## src/rtl/hazard_fwd_unit.sv

```systemverilog
// hazard_fwd_unit
// Operand-forwarding and load-use hazard controller for the 5-stage core.
// Tracks the destination registers of the instructions in EX, MEM and WB,
// produces registered select codes for the EX operand muxes, raises a
// combinational load-use stall and keeps a saturating count of stall cycles.
//
// Select encoding: 00 register file, 01 EX/MEM ALU result,
//                  10 MEM/WB result, 11 WB retire bypass register.
module hazard_fwd_unit #(
  parameter int REG_AW = 5,
  parameter int CNT_W  = 16
) (
  input  logic              clk,
  input  logic              rst,
  input  logic              id_valid,
  input  logic [REG_AW-1:0] id_rs1,
  input  logic [REG_AW-1:0] id_rs2,
  input  logic              id_rs1_used,
  input  logic              id_rs2_used,
  input  logic [REG_AW-1:0] id_rd,
  input  logic              id_rd_we,
  input  logic              id_is_load,
  input  logic              flush,
  output logic              stall,
  output logic              ex_valid,
  output logic [1:0]        ex_fwd_a_sel,
  output logic [1:0]        ex_fwd_b_sel,
  output logic [CNT_W-1:0]  stall_cnt
);

  // Tracking slots. Only the EX slot needs its load flag: a load is a
  // hazard only while it sits in EX, so MEM and WB do not carry it.
  logic              ex_v, ex_we, ex_ld;
  logic [REG_AW-1:0] ex_rd;
  logic              mem_v, mem_we;
  logic [REG_AW-1:0] mem_rd;
  logic              wb_v, wb_we;
  logic [REG_AW-1:0] wb_rd;

  logic              capture;
  logic [1:0]        sel_a_next, sel_b_next;
  logic              ex_wr_rs1, ex_wr_rs2;
  logic              mem_wr_rs1, mem_wr_rs2;
  logic              wb_wr_rs1, wb_wr_rs2;

  // A slot writes register r when it is live, writes, and r is not x0.
  function automatic logic slot_writes(input logic v, input logic we,
                                       input logic [REG_AW-1:0] rd,
                                       input logic [REG_AW-1:0] r);
    return v && we && (rd == r) && (r != '0);
  endfunction

  // Producer-match terms for both ID sources against every slot.
  always_comb begin
    ex_wr_rs1  = slot_writes(ex_v,  ex_we,  ex_rd,  id_rs1);
    ex_wr_rs2  = slot_writes(ex_v,  ex_we,  ex_rd,  id_rs2);
    mem_wr_rs1 = slot_writes(mem_v, mem_we, mem_rd, id_rs1);
    mem_wr_rs2 = slot_writes(mem_v, mem_we, mem_rd, id_rs2);
    wb_wr_rs1  = slot_writes(wb_v,  wb_we,  wb_rd,  id_rs1);
    wb_wr_rs2  = slot_writes(wb_v,  wb_we,  wb_rd,  id_rs2);
  end

  // Load-use stall: a load in EX feeds a source the ID instruction reads; flush wins.
  always_comb begin
    stall   = id_valid && !flush && ex_ld &&
              ((id_rs1_used && ex_wr_rs1) || (id_rs2_used && ex_wr_rs2));
    capture = id_valid && !stall && !flush;
  end

  // Operand A select: youngest producer wins, bubbles and unused sources get 00.
  always_comb begin
    sel_a_next = 2'b00;
    if (capture && id_rs1_used && (id_rs1 != '0)) begin
      if (ex_wr_rs1)       sel_a_next = 2'b01;
      else if (mem_wr_rs1) sel_a_next = 2'b10;
      else if (wb_wr_rs1)  sel_a_next = 2'b11;
    end
  end

  // Operand B select: same priority as operand A.
  always_comb begin
    sel_b_next = 2'b00;
    if (capture && id_rs2_used && (id_rs2 != '0)) begin
      if (ex_wr_rs2)       sel_b_next = 2'b01;
      else if (mem_wr_rs2) sel_b_next = 2'b10;
      else if (wb_wr_rs2)  sel_b_next = 2'b11;
    end
  end

  // Advance the pipeline slots and register the selects alongside the EX slot.
  always_ff @(posedge clk or posedge rst) begin
    if (rst) begin
      ex_v         <= 1'b0;
      ex_we        <= 1'b0;
      ex_ld        <= 1'b0;
      ex_rd        <= '0;
      mem_v        <= 1'b0;
      mem_we       <= 1'b0;
      mem_rd       <= '0;
      wb_v         <= 1'b0;
      wb_we        <= 1'b0;
      wb_rd        <= '0;
      ex_fwd_a_sel <= 2'b00;
      ex_fwd_b_sel <= 2'b00;
    end else begin
      wb_v   <= mem_v;
      wb_we  <= mem_we;
      wb_rd  <= mem_rd;
      mem_v  <= ex_v;
      mem_we <= ex_we;
      mem_rd <= ex_rd;
      if (capture) begin
        ex_v  <= 1'b1;
        ex_we <= id_rd_we;
        ex_ld <= id_is_load;
        ex_rd <= id_rd;
      end else begin
        ex_v  <= 1'b0;
        ex_we <= 1'b0;
        ex_ld <= 1'b0;
        ex_rd <= '0;
      end
      ex_fwd_a_sel <= sel_a_next;
      ex_fwd_b_sel <= sel_b_next;
    end
  end

  // Saturating stall-cycle counter; it holds at all-ones instead of wrapping.
  always_ff @(posedge clk or posedge rst) begin
    if (rst) begin
      stall_cnt <= '0;
    end else if (stall && (stall_cnt != '1)) begin
      stall_cnt <= stall_cnt + CNT_W'(1);
    end
  end

  assign ex_valid = ex_v;

endmodule

```

## config.mk

```make
export PLATFORM = sky130hd
export DESIGN_NAME = hazard_fwd_unit
export DESIGN_NICKNAME = d
export VERILOG_FILES = /design/src/rtl/hazard_fwd_unit.sv
export SDC_FILE = /design/constraint.sdc
export NUM_CORES = 1
export LEC_CHECK = 0
export ABC_AREA = 1
export CORE_MARGIN = 2
export CORE_UTILIZATION = 50
export CTS_BUF_LIST = sky130_fd_sc_hd__clkbuf_8
export CTS_CLUSTER_DIAMETER = 50
export CTS_CLUSTER_SIZE = 12
export DETAILED_ROUTE_END_ITERATION = 8
export PLACE_DENSITY = 0.8
export SETUP_SLACK_MARGIN = 0.05
export SYNTH_ARGS = -nofsm -noshare
export SYNTH_HDL_FRONTEND = slang
export SYNTH_SLANG_ARGS = --single-unit
```

## constraint.sdc

```tcl
create_clock -name clk -period 4.8 [get_ports clk]
set_input_delay 0.96 -clock clk [delete_from_list [all_inputs] [get_ports clk]]
set_output_delay 0.96 -clock clk [all_outputs]
set_load 0.005 [all_outputs]
```

==> run_results.csv <==
group,metric,value,unit
critical_path,start_kind,"input port",
timing,final.setup.tns,0,ns
finish,syn_to_final_growth,23.3,%
logic_synthesis,syn_nets,344,
logic_synthesis,synth_area_leaders,"dfrtp_1 44%, nand2_1 16%, nor2_1 5.6%",
critical_path,worstPathMaxFanout,18,
clock_tree,clk_pin_slew,0.08,ns
grt,grt_use_total,21.6,%
critical_path,critPathRequiredTime,3.84,ns
floorplan,die-width,73.5,um
floorplan,ios,45,
floorplan,initial_core_util,51.4,%
placement,portBuffers,44,
logic_synthesis,syn_area_per_cell,7.54,um^2
finish,fin_util,63.4,%
floorplan,row_count,25,
logic_synthesis,yosysUniqueCellTypes,28,
logic_synthesis,synthTopCellsByCount,"106 x nand2_1, 42 x dfrtp_1, 36 x nor2_1, 32 x inv_1, 19 x nand4_1",
clock_tree,cts_buffer_depth,2,
logic_synthesis,post-synth-top-area-cell,"dfrtp_1",
timing,slew_viol_final,0,
floorplan,core_area,4690,um^2
routing,ant_nets,0,
timing,maxSlewHeadroom,65.5,%
critical_path,worstSetupPathType,"in -> out",
clock_tree,holdBufCountCts,0,
grt,grt_max_degree,43,
routing,drt_iter0_markers,169,
logic_synthesis,yosys_most_used_dff,"dfrtp_1",
clock_tree,cts-buffers-inserted,5,
timing,fin_crit_sh,82.4,%
logic_synthesis,ys_warn_count,0,
timing,post-route-min-period,3.95,ns
timing,rsz0062_at_grt,"no",
logic_synthesis,yosysSeqAreaShare,43.5,%
placement,gp_congestion,0.897,
worst_hold_path,holdCritPathClass,"reg -> reg",
timing,hold_viol,0,
timing,clock_skew,0.00813,ns
routing,routed_wl,5300,um
job,maxCapViolations,0,
timing,worstMarginPinSlew,0.513,ns
timing,setup_viol,0,
logic_synthesis,synth_top_area_share,43.5,%
logic_synthesis,synthesis.area,2410,um^2
logic_synthesis,synth_edf_count,0,
critical_path,cp-end-kind,"output port",
logic_synthesis,synth_cells,320,
clock_tree,cts_setup_buffers,0,
clock_tree,cts_tree,"done",
finish,drive_gt1_share,7.34,%
run_status,status,"finished clean",
grt,antenna_found_initial,0,
floorplan,die_y,73.5,um
clock_tree,cts_sinks,42,
critical_path,critPathArrivalTime,2.99,ns
routing,routedWlPerCell,12.5,um
pwr,power.density,218,nW/um^2
grt,grt_pass1_vias,2004,
routing,route.detailed.drc,0,
routing,vias,2156,
routing,drt_first_pass_iters,4,
clock_tree,clock-root-buffer,"clkbuf_8",
pwr,p_leak,1.43,nW
finish,num_antenna_cells,0,
routing,viasPerCell,5.11,
clock_tree,clock_latency,0.30,ns
clock_tree,cts.repair.resized,0,
pwr,ir_worst_vdd,0.000164,V
logic_synthesis,ys_ff_latch,42,
finish,fillerInstances,423,
grt,gr-total-overflow,0,
timing,timing.hold.ws,0.373,ns
finish,finish.net_count,392,
grt,grt_pass1_wl,8950,um
logic_synthesis,async_flop_share,100,%
placement,hpwl,4080,um
timing,fmax,0.253,GHz
floorplan,die_area,5400,um^2
clock_tree,htreeDepth,2,
logic_synthesis,synth_most_common_cell,"nand2_1",
-- state kept, by name, indices dropped and copies added (netlist names) --
register,count
mem_rd,5
ex_we,1
mem_we,1
wb_v,1
wb_rd,5
stall_cnt,16
ex_fwd_a_sel,2
ex_ld,1
wb_we,1
ex_rd,5
ex_valid,1
ex_fwd_b_sel,2
mem_v,1
-- area by class of cell --
type,count,area (um^2),area share [%]
clock inverter,2,7.51,0.252
multi-input combinational,232,1180,39.5
timing repair buffer,45,448,15.0
inverter,42,158,5.30
sequential,42,1050,35.3
clock buffer,5,68.8,2.31
tap,54,67.6,2.27
-- path summary, 6_finish.rpt --
path	start	end	slack (ns)	cells past startpoint
setup / recovery	id_rs2[1]	stall	0.85	12
hold / removal	ex_we	mem_we	0.37	0
setup reg to reg	stall_cnt[0]	stall_cnt[13]	2.84	7
hold reg to reg	ex_we	mem_we	0.37	0
max in group asynchronous	rst	stall_cnt[10]	3.35	3
min in group asynchronous	rst	mem_rd[3]	1.09	3
-- cell usage in the layout (no fill, tap or decap), drive strengths merged --
cell type,netlist,layout
a21boi,2,2
a21oi,4,4
buf,3,1
clkbuf,1,5
clkdlybuf4s50,0,44
clkinv,3,3
dfrtp,42,42
ha,1,1
inv,39,41
nand2,108,108
nand3,16,16
nand4,20,20
nor2,41,41
nor3,7,7
o211ai,1,1
o21ai,4,4
or2,2,2
xnor2,11,11
xor2,15,15
-- critical path, stage by stage --
cell and delay (ns):
clkdlybuf4s50_1 0.52, inv_2 0.08, nand2_1 0.06, nand2_1 0.06, clkinv_1 0.04, nand2_1 0.05
nor2_1 0.18, nand3_2 0.11, nand2_4 0.20, nand2_1 0.15, inv_1 0.08, clkdlybuf4s50_1 0.49
-- power breakdown --
part           internal [mW]  leakage, nW  switching [mW]
sequential             0.361        0.574         0.00711
combinational         0.0319        0.809          0.0391
clock                 0.0959       0.0466           0.114
total                  0.489         1.43           0.160
-- through the flow --
stage / instance area [um^2] / instances / total power [mW] / worst slack [ns]
2_1_floorplan: 2410 / 320 / 0.410 / 2.12
3_3_place_gp: 2900 / 415 / 0.444 / 0.906
3_5_place_dp: 2900 / 415 / 0.446 / 0.858
4_1_cts: 2980 / 422 / 0.654 / 0.853
5_1_grt: 2980 / 422 / 0.675 / 0.663
6_report: 2980 / 422 / 0.649 / 0.846
-- metal layers --
layer | wire length, um | global-route usage [%] | vias up
li1 | - | - | 1094
met1 | 2450 | 29.4 | 985
met2 | 2470 | 33.4 | 63
met3 | 270 | 5.08 | 14
met4 | 114 | 8.28 | 0
met5 | 0 | 0 | -
-- kinds of logic (layout without fill, tap and decap cells) --
group | Yosys count | in the layout | synth area share, %
compound gates | 11 | 11 | 2.59
xor+xnor | 26 | 26 | 9.44
fa+ha+maj | 1 | 1 | 0.518
buf+inv | 46 | 94 | 7.72
flops | 42 | 42 | 43.5
simple gates | 194 | 194 | 36.2
Note: power is estimated with default switching activity, not from simulation.
